==> src/rtl/sgnext_pkg.sv <==
// Shared constants and helpers for the sign/zero-extension pipeline.
package sgnext_pkg;

  localparam logic MODE_ZEXT = 1'b0;
  localparam logic MODE_SEXT = 1'b1;

  localparam int DEF_N = 12;
  localparam int DEF_M = 32;

  // A field length is usable only if it names at least one bit and fits the container.
  function automatic logic len_legal(input int len, input int n);
    return (len >= 1) && (len <= n);
  endfunction

endpackage

==> src/rtl/sgnext_stage.sv <==
// One valid/ready register slice of parametrised width.
//
// Handshake: a word moves across an interface on a rising edge where valid
// and ready are both high. A producer holds valid and data steady until that
// edge. This slice is ready whenever it is empty or its word leaves on the
// same edge, so a full slice still sustains one word per cycle.
module sgnext_stage #(
  parameter int W = 8
) (
  input  logic         i_clk,
  input  logic         i_rst_n,
  input  logic         i_valid,
  output logic         o_ready,
  input  logic [W-1:0] i_data,
  output logic         o_valid,
  input  logic         i_ready,
  output logic [W-1:0] o_data
);

  logic         valid_q;
  logic [W-1:0] data_q;

  assign o_ready = !valid_q || i_ready;
  assign o_valid = valid_q;
  assign o_data  = data_q;

  // Load a new word when the slot is free or being drained; otherwise hold.
  always_ff @(posedge i_clk or negedge i_rst_n) begin
    if (!i_rst_n) begin
      valid_q <= 1'b0;
      data_q  <= '0;
    end else if (o_ready) begin
      valid_q <= i_valid;
      if (i_valid) data_q <= i_data;
    end
  end

endmodule

==> src/rtl/sgnext_pipe.sv <==
// Two-stage pipeline that zero- or sign-extends a variable-length field.
// S1 registers the raw request, the extension is computed combinationally
// from S1, and S2 registers the result, so i_x never reaches o_y in one cycle.
module sgnext_pipe
  import sgnext_pkg::*;
#(
  parameter int N  = DEF_N,
  parameter int M  = DEF_M,
  parameter int LW = $clog2(N + 1)
) (
  input  logic          i_clk,
  input  logic          i_rst_n,
  input  logic          i_valid,
  output logic          o_ready,
  input  logic [N-1:0]  i_x,
  input  logic [LW-1:0] i_len,
  input  logic          i_mode,
  output logic          o_valid,
  input  logic          i_ready,
  output logic [M-1:0]  o_y,
  output logic          o_err,
  output logic [31:0]   o_cnt
);

  localparam int S1W = N + LW + 1;
  localparam int S2W = M + 1;

  logic           run_q;
  logic           s1_ready, s1_valid, s2_ready;
  logic [S1W-1:0] s1_data;
  logic [S2W-1:0] s2_data;
  logic [N-1:0]   s1_x;
  logic [LW-1:0]  s1_len;
  logic           s1_mode;
  int             len_i;
  logic [M-1:0]   xe;
  logic           msb, sbit;
  logic [M-1:0]   ext_y;
  logic           ext_err;
  logic [31:0]    cnt_q;

  // Holds the input side closed during reset and opens it on the first edge after release.
  always_ff @(posedge i_clk or negedge i_rst_n) begin
    if (!i_rst_n) run_q <= 1'b0;
    else          run_q <= 1'b1;
  end

  assign o_ready = s1_ready & run_q;

  sgnext_stage #(.W(S1W)) u_s1 (
    .i_clk   (i_clk),
    .i_rst_n (i_rst_n),
    .i_valid (i_valid & run_q),
    .o_ready (s1_ready),
    .i_data  ({i_x, i_len, i_mode}),
    .o_valid (s1_valid),
    .i_ready (s2_ready),
    .o_data  (s1_data)
  );

  assign s1_x    = s1_data[S1W-1 -: N];
  assign s1_len  = s1_data[LW:1];
  assign s1_mode = s1_data[0];
  assign len_i   = int'(s1_len);

  // Keep the low len bits, fill the rest with zero or the field's top bit;
  // an illegal length yields zero with the error flag.
  always_comb begin
    xe          = '0;
    xe[N-1:0]   = s1_x;
    msb         = 1'b0;
    sbit        = 1'b0;
    ext_y       = '0;
    ext_err     = 1'b0;
    if (!len_legal(len_i, N)) begin
      ext_err = 1'b1;
    end else begin
      for (int i = 0; i < N; i++) begin
        if (i == len_i - 1) msb = s1_x[i];
      end
      case (s1_mode)
        MODE_ZEXT: sbit = 1'b0;
        MODE_SEXT: sbit = msb;
        default:   sbit = 1'b0;
      endcase
      for (int i = 0; i < M; i++) begin
        ext_y[i] = (i < len_i) ? xe[i] : sbit;
      end
    end
  end

  sgnext_stage #(.W(S2W)) u_s2 (
    .i_clk   (i_clk),
    .i_rst_n (i_rst_n),
    .i_valid (s1_valid),
    .o_ready (s2_ready),
    .i_data  ({ext_err, ext_y}),
    .o_valid (o_valid),
    .i_ready (i_ready),
    .o_data  (s2_data)
  );

  assign o_y   = s2_data[M-1:0];
  assign o_err = s2_data[M];
  assign o_cnt = cnt_q;

  // Counts delivered results, error results included; wraps naturally at 2^32.
  always_ff @(posedge i_clk or negedge i_rst_n) begin
    if (!i_rst_n)              cnt_q <= '0;
    else if (o_valid && i_ready) cnt_q <= cnt_q + 32'd1;
  end

endmodule

==> config.mk <==
export PLATFORM = sky130hd
export DESIGN_NAME = sgnext_pipe
export DESIGN_NICKNAME = d
export VERILOG_FILES = /design/src/rtl/sgnext_pkg.sv /design/src/rtl/sgnext_stage.sv /design/src/rtl/sgnext_pipe.sv
export SDC_FILE = /design/constraint.sdc
export NUM_CORES = 1
export LEC_CHECK = 0
export BUFFER_PORTS_ARGS = -buffer_cell sky130_fd_sc_hd__buf_2
export CORE_MARGIN = 2
export CORE_UTILIZATION = 55
export DETAILED_ROUTE_END_ITERATION = 8
export PLACE_DENSITY = 0.8
export SKIP_CTS_REPAIR_TIMING = 1
export SLEW_MARGIN = 5
export SYNTH_ARGS = -nofsm -noshare
export SYNTH_HDL_FRONTEND = slang
export SYNTH_HIERARCHICAL = 1
export SYNTH_SLANG_ARGS = --single-unit
==> constraint.sdc <==
create_clock -name i_clk -period 6.9 [get_ports i_clk]
set_clock_uncertainty 0.05 [all_clocks]
set_input_delay 1.38 -clock i_clk [delete_from_list [all_inputs] [get_ports i_clk]]
set_output_delay 1.38 -clock i_clk [all_outputs]
set_load 0.01 [all_outputs]
After elaboration in Yosys (flattened, before gate mapping)

Index checks and enable logic that the tools add are counted.

Register bits: 85
Bits in latches: 0
Bits in writable memories: 0
Memory bits (read-only): 0
Output and inout port bits: 67
Word-level logic and storage cells: 112
Memories kept: 0

$add $sub $neg: 2
Multiply operators: 0
Divide/modulo/power cells: 0
Order comparisons: 34
Eq/ne operators: 11
Shift operators: 0
Mux-type cells: 47
Bitwise logic cells: 3
Reduce and logical (&&, ||, !) cells: 9

Operator list:

| cell                  | count |
|---|---|
| $lt 5x4->1 const A    | 16 |
| $mux 1                | 45 |
| $add 32x1->32 const B | 1 |
| $logic_not 32->1      | 1 |
| $lt 4x4->1 const A    | 8 |
| $mux 32               | 1 |
| $eq 4x5->1 const A    | 4 |
| $eq 5x5->1 const A    | 4 |
| $lt 3x4->1 const A    | 4 |
| $eq 3x5->1 const A    | 2 |
| $lt 1x4->1 const A    | 2 |
| $lt 2x4->1 const A    | 2 |
| $eq 2x5->1 const A    | 1 |
| $sub 4x1->5 const B   | 1 |
| $ge 4x1->1 const B    | 1 |
| $le 4x4->1 const B    | 1 |
| $reduce_and 2->1      | 2 |
| $and 1x1->1           | 2 |
| $logic_and 1x1->1     | 2 |
| $logic_not 1->1       | 2 |
| $logic_or 1x1->1      | 2 |
| $pmux 1 s2            | 1 |
| $not 1->1             | 1 |

Longest topological paths before layout

Gate-level depths: netlist of run 1.

Word-level depth: 17
Mapped depth: 9

By module

Netlist of run 1, hierarchy kept.

By module, submodules not included:

| module               | times used | cells each | area an instance (um2) |
|---|---|---|---|
| sgnext_pipe          | 1          | 228        | 2085.8 |
| sgnext_stage at u_s2 | 1          | 73         | 1427.6 |
| sgnext_stage at u_s1 | 1          | 39         | 732.0 |

Worst setup path after synthesis of run 1

No wires, ideal clock.

Kind: input to output
From: in i_ready
To: out o_ready
Arrival time: 1851 ps
Required time: 5470 ps
Path slack: 3619 ps
Cell stages on the path: 3
Path buffers: 0
Cell sequence: nand2b_4 > nand2b_4 > and2_1

Longest elaborated chain between the ends: 3

RTL lines:

| what                           | line               | RTL |
|---|---|---|
| start, declared                | sgnext_pipe.sv:19  | `input logic i_ready,` |
| $logic_or 1x1->1 (2 in series) | sgnext_stage.sv:23 | `assign o_ready = !valid_q \|\| i_ready;` |
| named net s1_ready             | sgnext_pipe.sv:29  | `logic s1_ready, s1_valid, s2_ready;` |
| $and 1x1->1                    | sgnext_pipe.sv:48  | `assign o_ready = s1_ready & run_q;` |
| end, declared                  | sgnext_pipe.sv:14  | `output logic o_ready,` |

The timed path passes the listed nets, and every way through them passes these cells.

Worst setup path after layout of run 1

From: in i_ready
To: out o_ready

Longest elaborated chain between the ends: 3

RTL lines:

| what               | line |
|---|---|
| $logic_or 1x1->1   | sgnext_stage.sv:23 |
| named net s2_ready | sgnext_pipe.sv:29 |
| $logic_or 1x1->1   | sgnext_stage.sv:23 |
| named net s1_ready | sgnext_pipe.sv:29 |
| $and 1x1->1        | sgnext_pipe.sv:48 |

The timed path passes the listed nets, and every way through them passes these cells.

==> results of run 1 <==
[final timing paths]
path / start / to / slack, ns / cells past startpoint
min in group asynchronous: i_rst_n / u_s2/o_data[16] / 1.17 / 1
worst max register to register: u_s1/o_data[3] / u_s2/o_data[30] / 3.92 / 6
worst min-delay path: o_cnt[31] / o_cnt[31] / 0.43 / 1
worst min register to register: o_cnt[31] / o_cnt[31] / 0.43 / 1
max in group asynchronous: i_rst_n / o_cnt[25] / 4.97 / 1
worst max-delay path: i_ready / o_ready / 3.36 / 5
[report_power, final]
group          leakage, nW  internal, W  switching [W]
Clock               0.0840     0.000136       0.000168
Combinational         1.30     0.000237       0.000196
Sequential            1.11     0.000602      0.0000978
Total                 2.49     0.000975       0.000462
[cell usage in the layout, fill, tap and decap left out, types with 3 or more instances in the layout]
master,n
sky130_fd_sc_hd__nand4_1,7
sky130_fd_sc_hd__nand2b_1,3
sky130_fd_sc_hd__xor2_1,8
sky130_fd_sc_hd__mux2_4,40
sky130_fd_sc_hd__nor2_1,21
sky130_fd_sc_hd__xnor2_1,23
sky130_fd_sc_hd__buf_2,86
sky130_fd_sc_hd__nand3_1,20
sky130_fd_sc_hd__a21oi_1,4
sky130_fd_sc_hd__nand2_1,28
sky130_fd_sc_hd__a31oi_1,4
sky130_fd_sc_hd__clkbuf_8,10
sky130_fd_sc_hd__and2_1,3
sky130_fd_sc_hd__dfrtp_1,85
sky130_fd_sc_hd__o21ai_0,9
sky130_fd_sc_hd__mux2i_1,3
sky130_fd_sc_hd__inv_1,5
sky130_fd_sc_hd__mux2_2,11
sky130_fd_sc_hd__nor2b_1,3
sky130_fd_sc_hd__and3_1,7
[logic make-up after synthesis]
family	after synthesis	share of synthesized area
mux	54	0.1777
other cells	1	0.0008833
simple gates	113	0.1441
fa+ha+maj	1	0.002947
buf+inv	19	0.04715
flops	85	0.5010
compound gates	36	0.06218
xor+xnor	31	0.06396
[through the flow]
stage               cell area, µm²  utilization  total power, W  worst slack [ns]  cells
finish                        4797       0.6306        0.001437             3.363    530
global route                  4797       0.6306        0.001527             3.322    530
CTS                           4797       0.6306        0.001453             3.359    530
detailed placement            4633       0.6090        0.001146             3.371    516
global placement              4633       0.6090        0.001129             3.373    516
floorplan                     4245            -        0.001006             3.619    340
[layer usage]
metal	vias up	GRT usage	wire length [µm]
li1	1361	-	-
met1	1421	0.2831	3782
met2	68	0.2984	3755
met3	6	0.03780	279
met4	0	0.06965	106
met5	-	0	0
[registers in the layout, summed over array words and instances (netlist names)]
register,flops
u_s2/o_data,33
o_cnt,32
u_s1/o_data,17
run_q,1
u_s1/o_valid,1
u_s2/o_valid,1
[worst reg2reg max path: stages (launching register included)]
cell and delay (ns):
sky130_fd_sc_hd__dfrtp_1 0.71, sky130_fd_sc_hd__clkinv_1 0.43, sky130_fd_sc_hd__nor2_1 0.28, sky130_fd_sc_hd__a221oi_2 0.12, sky130_fd_sc_hd__a21o_4 0.28, sky130_fd_sc_hd__nor2_1 0.75, sky130_fd_sc_hd__mux2_2 0.29
[area by class of cell]
| type | count | area, µm² | area share |
|---|---|---|---|
| Multi-Input combinational cell | 236 | 1918 | 0.3998 |
| Sequential cell | 85 | 2127 | 0.4434 |
| Inverter | 6 | 22.52 | 0.004695 |
| Tap cell | 102 | 127.6 | 0.02660 |
| Clock buffer | 10 | 137.6 | 0.02869 |
| Timing Repair Buffer | 87 | 437.9 | 0.09129 |
| Clock inverter | 4 | 26.28 | 0.005477 |
==> reports/summary.md, run 1 <==
### Synthesis
- **top cells by area, synth** sky130_fd_sc_hd__dfrtp_1, sky130_fd_sc_hd__mux2_4, sky130_fd_sc_hd__xnor2_1
- **sequential fraction of the synthesis area** 0.5010
- **share of synthesized registers carrying an async set or reset** 1.000
- **synthesized area** 0.004245 mm²
- **number of enable flip-flop cells after synthesis** 0
- **Top FF cell, synth** sky130_fd_sc_hd__dfrtp_1
- **cell with the most instances after synthesis** sky130_fd_sc_hd__dfrtp_1
- **YS warnings** 6
- **instance count of the mapped netlist** 340
- **post-synthesis area per instance** 12.49 µm²
- **cell taking the most area after synthesis** sky130_fd_sc_hd__dfrtp_1
- **area fraction of the dominant cell type after synthesis** 0.5010
- **net count of the mapped netlist** 362
- **number of storage elements in the synthesis netlist** 85
- **most instantiated cells after synthesis** sky130_fd_sc_hd__dfrtp_1, sky130_fd_sc_hd__mux2_4, sky130_fd_sc_hd__nand2_1
- **number of different library cells in the post-synthesis netlist** 57

### STA
- **final critical-path required period** 3.537 ns
- **share of the clock period used by the worst path** 0.5127
- **number of failing setup endpoints in the final timing report** 0
- **setup repair after global routing missed its margin** false
- **tightest slew margin relative to the limit** 0.3124
- **Worst-Margin Slew** 1.031 ns
- **Fin. Hold Viols** 0
- **Final Max Slew Viols** 0
- **worst hold slack** 0.4263 ns
- **aggregate negative setup slack** 0 ns
- **Max Fclk** 282.7 MHz

### Route
- **routed wirelength normalized by instance count** 14.95 µm
- **drt initial violations** 71
- **WL final** 7923 µm
- **drt first pass iters** 5
- **number of DRC violations after detailed routing** 0
- **Via density** 5.389
- **Final ANT Viol Nets** 0
- **total vias in the final route** 2856

### Floorplan
- **core footprint** 0.007607 mm²
- **floorplan die height** 91.86 µm
- **initial cell density of the core** 0.5581
- **Chip Width** 91.86 µm
- **die outline area** 0.008437 mm²
- **num ports** 88
- **Cell Rows** 32

### Critical path
- **Worst Setup Start Kind** input port
- **CP top delay family** simple AND/OR/NAND/NOR gates
- **Critical Setup Path Class** input port to primary output
- **stage delay of the slowest cell on the critical path** 0.16 ns
- **slowest stage cell, crit path** sky130_fd_sc_hd__nand2b_4
- **capturing element type of the critical path** primary output
- **maximum fanout along the worst path** 4
- **series of cell instances along the critical path** buf_2, nand2b_4, nand2b_4, and2_1, buf_2
- **required time worst endpoint** 5.47 ns
- **Worst Path Arrival** 2.11 ns
- **WP buf/inv** 2

### Global routing
- **number of antenna violations at the first check in global routing** 0
- **overflow left after global routing** 0
- **GRT Resource Usage Total** 0.1963
- **largest net degree at the start of global routing** 86
- **wire length of the first global-routing pass** 13340 µm
- **vias in the first global route** 2671

### Clock network
- **insertion delay to the later sink of the worst-skew pair** 0.35 ns
- **CTS tree** yes
- **register clock-pin slew on the reported worst setup and hold paths** 0.08 ns
- **clock buffer depth** 2
- **clock sink count** 85
- **Clock Tree Root** sky130_fd_sc_hd__clkbuf_8
- **number of buffers added by the clock tree synthesis step** 9
- **H-tree levels** 3

### Layout
- **share of post-route cells with drive strength above 1** 0.3925
- **area growth from synthesis to final layout** 13.00%
- **antenna fix cells** 0
- **total number of nets in the final design** 447
- **number of fill cells** 642

### Place
- **routability congestion estimate from global placement** 0.9241
- **count of input and output buffers** 87
- **Detailed Place HPWL** 5476 µm

### Outcome
- **run status** complete, no violations

### Power
- **total power divided by cell area** 299.5 mW/mm²
- **worst-case vdd ir drop** 0.1237 mV
- **Leak Pwr** 2.494 nW

### Flow run
- **max_cap viols** 0

### Hold path
- **Tightest Hold Check Type** flop to flop

(Power assumes the default switching activity.)
==> run 2: changes to the inputs <==
ABC_AREA = 1   (was not set)
clock period = 3.5 ns   (was 6.9 ns; I/O delays follow)
==> run 2 against run 1 <==
Net effect: non-clock buffer count rose by 1; register-to-register slack worse by 2.8 ns; hold slack worse by 0.0081 ns; cell area grew 0.97%; flip-flop and latch count unchanged; routed wire length increased by 14%; combinational power increased by 37%; critical path depth grew 3; global-route usage up 3.1 points; via count grew 24%; setup slack lost 2.4 ns; synthesized cell count grew 48%; highest routed layer unchanged.
==> reports/summary.md, run 2 <==
### Clock network
- **Clock Tree Root** sky130_fd_sc_hd__clkbuf_8
- **CTS tree** yes
- **insertion delay to the later sink of the worst-skew pair** 0.35 ns, about the same
- **number of buffers added by the clock tree synthesis step** 9, unchanged
- **clock buffer depth** 2, unchanged
- **H-tree levels** 3, unchanged
- **clock sink count** 85, unchanged
- **register clock-pin slew on the reported worst setup and hold paths** 0.08 ns, about the same

### Critical path
- **CP dominant cell by count** sky130_fd_sc_hd__inv_1
- **Worst Setup Start Kind** input port
- **stage delay of the slowest cell on the critical path** 0.22 ns, +0.06 ns
- **series of cell instances along the critical path** buf_2, inv_1, nand2_4, inv_1, nand2_2, nand2_1, inv_1, buf_2
- **Worst Path Arrival** 1.79 ns, -0.32 ns
- **capturing element type of the critical path** primary output
- **maximum fanout along the worst path** 36, +32
- **Critical Setup Path Class** input port to primary output
- **slowest stage cell, crit path** sky130_fd_sc_hd__nand2_4
- **required time worst endpoint** 2.75 ns, -2.72 ns

### Route
- **WL final** 9058 µm, +14%
- **number of DRC violations after detailed routing** 0, unchanged
- **drt initial violations** 165, +130%
- **total vias in the final route** 3535, +24%
- **routed wirelength normalized by instance count** 13.17 µm, -12%
- **Via density** 5.138, -4.7%
- **Final ANT Viol Nets** 0, unchanged
- **drt first pass iters** 4, -1

### Layout
- **most common cell after layout, fill and taps aside** sky130_fd_sc_hd__nand2_1
- **antenna fix cells** 0, unchanged
- **number of fill cells** 692, +7.8%
- **Layout Cells excl Fill** 688, +30%
- **commonest cells after routing, fill and taps aside** sky130_fd_sc_hd__nand2_1, sky130_fd_sc_hd__buf_2, sky130_fd_sc_hd__dfrtp_1, sky130_fd_sc_hd__nand3_1, sky130_fd_sc_hd__inv_1
- **Multi-input gate area** 0.001772 mm², -7.6%
- **total number of nets in the final design** 604, +35%
- **area growth from synthesis to final layout** 14.05%
- **number of flip-flops in the largest register** 33, unchanged
- **share of post-route cells with drive strength above 1** 0.2099, -0.1826
- **area used by sequential logic in the layout** 0.002127 mm², unchanged

### STA
- **aggregate negative setup slack** 0 ns, unchanged
- **Worst-Margin Slew** 1.044 ns, +0.01277 ns
- **Final Max Slew Viols** 0, unchanged
- **tightest slew margin relative to the limit** 0.3039, -0.008517
- **setup repair after global routing missed its margin** false
- **Fin. Hold Viols** 0, unchanged
- **share of the clock period used by the worst path** 0.7256
- **final critical-path required period** 2.539 ns
- **Max Fclk** 393.8 MHz
- **number of failing setup endpoints in the final timing report** 0, unchanged

### Power
- **worst-case vdd ir drop** 0.2931 mV, +140%
- **total power divided by cell area** 528.5 mW/mm², +76%
- **Leak Pwr** 2.778 nW, +11%

### Synthesis
- **YS warnings** 6, unchanged
- **synthesized area** 0.004247 mm², about the same
- **top cells by area, synth** sky130_fd_sc_hd__dfrtp_1, sky130_fd_sc_hd__nand2_1, sky130_fd_sc_hd__nand3_1
- **sequential fraction of the synthesis area** 0.5009, about the same
- **net count of the mapped netlist** 526, +45%
- **cell taking the most area after synthesis** sky130_fd_sc_hd__dfrtp_1
- **post-synthesis area per instance** 8.426 µm², -33%
- **share of synthesized registers carrying an async set or reset** 1.000, unchanged
- **number of enable flip-flop cells after synthesis** 0, unchanged
- **instance count of the mapped netlist** 504, +48%
- **Top FF cell, synth** sky130_fd_sc_hd__dfrtp_1
- **most instantiated cells after synthesis** sky130_fd_sc_hd__nand2_1, sky130_fd_sc_hd__dfrtp_1, sky130_fd_sc_hd__nand3_1
- **number of storage elements in the synthesis netlist** 85, unchanged
- **cell with the most instances after synthesis** sky130_fd_sc_hd__nand2_1
- **number of different library cells in the post-synthesis netlist** 30, -47%
- **area fraction of the dominant cell type after synthesis** 0.5009, about the same

### Floorplan
- **Chip Width** 91.87 µm, about the same
- **num ports** 88, unchanged
- **core footprint** 0.007607 mm², unchanged
- **die outline area** 0.008440 mm², about the same
- **floorplan die height** 91.87 µm, about the same
- **Cell Rows** 32, unchanged
- **initial cell density of the core** 0.5582, about the same

### Global routing
- **overflow left after global routing** 0, unchanged
- **largest net degree at the start of global routing** 86, unchanged
- **vias in the first global route** 3305, +24%
- **GRT Resource Usage Total** 0.2277, +0.03144
- **wire length of the first global-routing pass** 15390 µm, +15%
- **number of antenna violations at the first check in global routing** 0, unchanged

### Place
- **count of input and output buffers** 87, unchanged
- **Inst Count DP** 673, +30%
- **Detailed Place HPWL** 6514 µm, +19%
- **routability congestion estimate from global placement** 0.9096, -1.6%

### Outcome
- **run status** complete, no violations

### Hold path
- **Tightest Hold Check Type** flop to flop

### Flow run
- **max_cap viols** 0, unchanged

==> run 2: final timing paths <==
kind	end	startpoint	cells past startpoint	slack, ns
setup / recovery	o_ready	i_ready	8	0.96
hold / removal	u_s2/o_data[9]	u_s2/o_data[9]	2	0.42
setup reg to reg	u_s2/o_data[21]	u_s1/o_data[4]	9	1.13
hold reg to reg	u_s2/o_data[9]	u_s2/o_data[9]	2	0.42
max in group asynchronous	u_s2/o_data[31]	i_rst_n	1	2.25
min in group asynchronous	o_cnt[4]	i_rst_n	1	0.46
==> run 2: power breakdown <==
| group | switching (W) | internal [W] |
|---|---|---|
| sequential | 0.000137 | 0.00114 |
| combinational | 0.000371 | 0.000220 |
| clock | 0.000330 | 0.000362 |
==> run 2: routing by layer <==
| layer | global-route usage | wire length [µm] |
|---|---|---|
| met5 | 0 | 0 |
| met4 | 0.08085 | 155 |
| met3 | 0.04437 | 499 |
| met2 | 0.3836 | 4622 |
| met1 | 0.2949 | 3781 |
==> run 2: cells by family (layout without fill, tap and decap cells) <==
family | after synthesis | after routing | share of synthesized area
xor+xnor | 31 | 31 | 0.06394
flops | 85 | 85 | 0.5009
buf+inv | 67 | 149 | 0.08191
compound gates | 30 | 30 | 0.03624
simple gates | 289 | 289 | 0.3132
other cells | 1 | 1 | 0.0008831
fa+ha+maj | 1 | 1 | 0.002946
==> run 2: critical path: cells and delay by family <==
kind                   cells  cell delay, ns
buffers and inverters      5            0.49
AND/OR/NAND/NOR            3            0.59
==> run 2: cell type report <==
| cell class | instances | area share |
|---|---|---|
| clock buffers | 11 | 0.03126 |
| multi-input cells | 352 | 0.3658 |
| flip-flops and latches | 85 | 0.4392 |
| clock inverters | 4 | 0.009817 |
| well taps | 102 | 0.02635 |
| repair buffers | 88 | 0.09197 |
| inverters | 46 | 0.03565 |
==> run 2: stage by stage <==
| stage | power, W | cell area (µm²) | setup WS [ns] | utilization | hold WS [ns] |
|---|---|---|---|---|---|
| finish | 0.002560 | 4843 | 0.9605 | 0.6367 | 0.4182 |
| global route | 0.002717 | 4843 | 0.7844 | 0.6367 | 0.4431 |
| CTS | 0.002585 | 4843 | 0.9626 | 0.6367 | 0.4227 |
| detailed placement | 0.001891 | 4644 | 0.9652 | 0.6105 | 0.4034 |
| global placement | 0.001870 | 4644 | 1.001 | 0.6105 | 0.4007 |
| floorplan | 0.001664 | 4247 | 1.233 | - | 0.3544 |
==> run 3: changes to the inputs <==
CORE_UTILIZATION = 50   (was 55)
PLACE_DENSITY = 0.77   (was 0.8)
clock period = 2.1 ns   (was 3.5 ns; I/O delays follow)
==> run 3 against run 2 <==
Net effect: setup slack got worse by 0.80 ns; critical path depth increased by 2; non-clock buffer count increased by 14; first-iteration DRC count increased by 20%; flip-flop and latch count unchanged; highest routed layer unchanged.
==> reports/summary.md, run 3 (synthesis gave the netlist of run 2 again) <==
### Outcome
- **run status** complete, no violations

### Layout
- **most common cell after layout, fill and taps aside** sky130_fd_sc_hd__nand2_1
- **total number of nets in the final design** 618, +2.3%
- **commonest cells after routing, fill and taps aside** sky130_fd_sc_hd__nand2_1, sky130_fd_sc_hd__buf_2, sky130_fd_sc_hd__dfrtp_1, sky130_fd_sc_hd__nand3_1, sky130_fd_sc_hd__inv_1
- **Multi-input gate area** 0.001785 mm², +0.78%
- **number of flip-flops in the largest register** 33, unchanged
- **antenna fix cells** 0, unchanged
- **area used by sequential logic in the layout** 0.002133 mm², +0.29%
- **number of fill cells** 739, +6.8%
- **Layout Utilization** 0.6074, -0.02925
- **area growth from synthesis to final layout** 17.53%
- **share of post-route cells with drive strength above 1** 0.2329, +0.02305

### STA
- **aggregate negative setup slack** 0 ns, unchanged
- **Final Max Slew Viols** 0, unchanged
- **Max Fclk** 515.8 MHz
- **setup repair after global routing missed its margin** false
- **final critical-path required period** 1.939 ns
- **Fin. Hold Viols** 0, unchanged
- **number of failing setup endpoints in the final timing report** 0, unchanged
- **share of the clock period used by the worst path** 0.9231
- **slack of the critical path** 0.1614 ns, -0.7991 ns

### Hold path
- **Tightest Hold Check Type** input port to flop
- **launch instance of the worst min-delay path** i_x[0]

### Global routing
- **overflow left after global routing** 0, unchanged
- **wire length of the first global-routing pass** 16130 µm, +4.8%
- **number of antenna violations at the first check in global routing** 0, unchanged
- **largest net degree at the start of global routing** 37, -57%
- **GRT Resource Usage Total** 0.2250, -0.002738
- **vias in the first global route** 3464, +4.8%

### Critical path
- **slowest stage cell, crit path** sky130_fd_sc_hd__dfrtp_2
- **Worst Path Arrival** 2.14 ns, +0.35 ns
- **series of cell instances along the critical path** inv_1, nor2_1, a31o_2, inv_1, nand4_1, nand3_4, inv_1, buf_4, nand3_1, nand2_1
- **stage delay of the slowest cell on the critical path** 0.47 ns, +0.25 ns
- **worst setup path startpoint** u_s1/o_data[4]
- **capturing instance or port of the critical path** u_s2/o_data[24]
- **Critical Path Stages** 10, +2
- **WP buf/inv** 4, -1
- **Worst Setup Start Kind** flop
- **setup slack of the worst register-to-register path** 0.16 ns, -0.97 ns
- **Critical Setup Path Class** flop to flop
- **CP top delay family** simple AND/OR/NAND/NOR gates
- **CP dominant cell by count** sky130_fd_sc_hd__inv_1
- **required time worst endpoint** 2.30 ns, -0.45 ns
- **maximum fanout along the worst path** 17, -53%
- **R2R depth** 10, +1
- **endpoint of the lowest-slack register-to-register path** u_s2/o_data[24]
- **beginning of the worst register-to-register path** u_s1/o_data[4]
- **capturing element type of the critical path** flop

### Route
- **routed wirelength normalized by instance count** 13.45 µm, +2.2%
- **number of DRC violations after detailed routing** 0, unchanged
- **drt first pass iters** 4, unchanged
- **Via density** 5.058, -1.6%
- **total vias in the final route** 3571, +1.0%
- **WL final** 9496 µm, +4.8%
- **Final ANT Viol Nets** 0, unchanged
- **drt initial violations** 198, +20%

### Flow run
- **max_cap viols** 0, unchanged

### Power
- **worst-case vdd ir drop** 0.4365 mV, +49%
- **Leak Pwr** 2.848 nW, +2.5%
- **post-layout total power** 0.004385 W, +71%
- **total power divided by cell area** 878.6 mW/mm², +66%

### Clock network
- **Clock Tree Root** sky130_fd_sc_hd__clkbuf_8
- **insertion delay to the later sink of the worst-skew pair** 0.35 ns, about the same
- **CTS tree** yes
- **number of buffers added by the clock tree synthesis step** 9, unchanged
- **H-tree levels** 3, unchanged
- **register clock-pin slew on the reported worst setup and hold paths** 0.08 ns, about the same
- **clock sink count** 85, unchanged
- **clock buffer depth** 2, unchanged

### Floorplan
- **num ports** 88, unchanged
- **floorplan die height** 96.16 µm, +4.7%
- **core footprint** 0.008217 mm², +8.0%
- **initial cell density of the core** 0.5168, -0.04140
- **Cell Rows** 33, +3.1%
- **die outline area** 0.009247 mm², +9.6%
- **Chip Width** 96.16 µm, +4.7%

### Place
- **Detailed Place HPWL** 7050 µm, +8.2%
- **count of input and output buffers** 87, unchanged
- **routability congestion estimate from global placement** 0.9000, -1.1%
- **minimum setup slack after placement** 0.1221 ns, -0.8430 ns

-- run 3: cell types whose count changed in the layout (fill, tap and decap cells not counted), sizes merged --
cell / previous run / this run
buf: 88 / 101
clkbuf: 11 / 13
clkinvlp: 1 / 0
dlygate4sd3: 0 / 1
-- run 3: worst register-to-register path, stage by stage, from the launching register on --
cell and delay [ns]:
sky130_fd_sc_hd__dfrtp_2 0.47, sky130_fd_sc_hd__inv_1 0.20, sky130_fd_sc_hd__nor2_1 0.11, sky130_fd_sc_hd__a31o_2 0.24, sky130_fd_sc_hd__inv_1 0.05, sky130_fd_sc_hd__nand4_1 0.14, sky130_fd_sc_hd__nand3_4 0.17, sky130_fd_sc_hd__inv_1 0.06
sky130_fd_sc_hd__buf_4 0.20, sky130_fd_sc_hd__nand3_1 0.10, sky130_fd_sc_hd__nand2_1 0.06
-- run 3: power by group --
group	total (W)	internal, W	switching [W]
sequential	0.00213	0.00190	0.000229
clock	0.00119	0.000617	0.000577
combinational	0.00106	0.000406	0.000654
-- run 3: how the worst min path moves through the flow --
stage          slack (ns)  cells past startpoint              to
2_1_floorplan        0.07                      0        o_cnt[0]
3_3_place_gp         0.35                      1        o_cnt[2]
3_5_place_dp         0.36                      1        o_cnt[5]
4_1_cts             -0.03                      1        o_cnt[5]
5_1_grt              0.22                      3  u_s1/o_data[0]
6_report             0.24                      3  u_s1/o_data[5]
-- run 3: per-stage QoR --
stage          instances  instance area, µm²  hold slack (ns)
2_1_floorplan        504                4247          0.07441
3_3_place_gp         689                4758           0.3532
3_5_place_dp         689                4758           0.3635
4_1_cts              705                4961         -0.02845
5_1_grt              706                4991           0.2241
6_report             706                4991           0.2405
-- run 3: area by class of cell --
class                           instances  share of cell area
Inverter                               46             0.03460
Tap cell                              105             0.02632
Clock inverter                          3            0.008774
Multi-Input combinational cell        352              0.3577
Clock buffer                           13             0.03184
Sequential cell                        85              0.4274
Timing Repair Buffer                  102              0.1133
-- run 3: layer usage --
metal / part of all wire / global-route usage / up-vias
met3: 0.050 / 0.05247 / 13
li1: - / - / 1787
met5: 0 / 0 / -
met4: 0.010 / 0.06667 / 0
met2: 0.50 / 0.3854 / 90
met1: 0.43 / 0.2827 / 1681
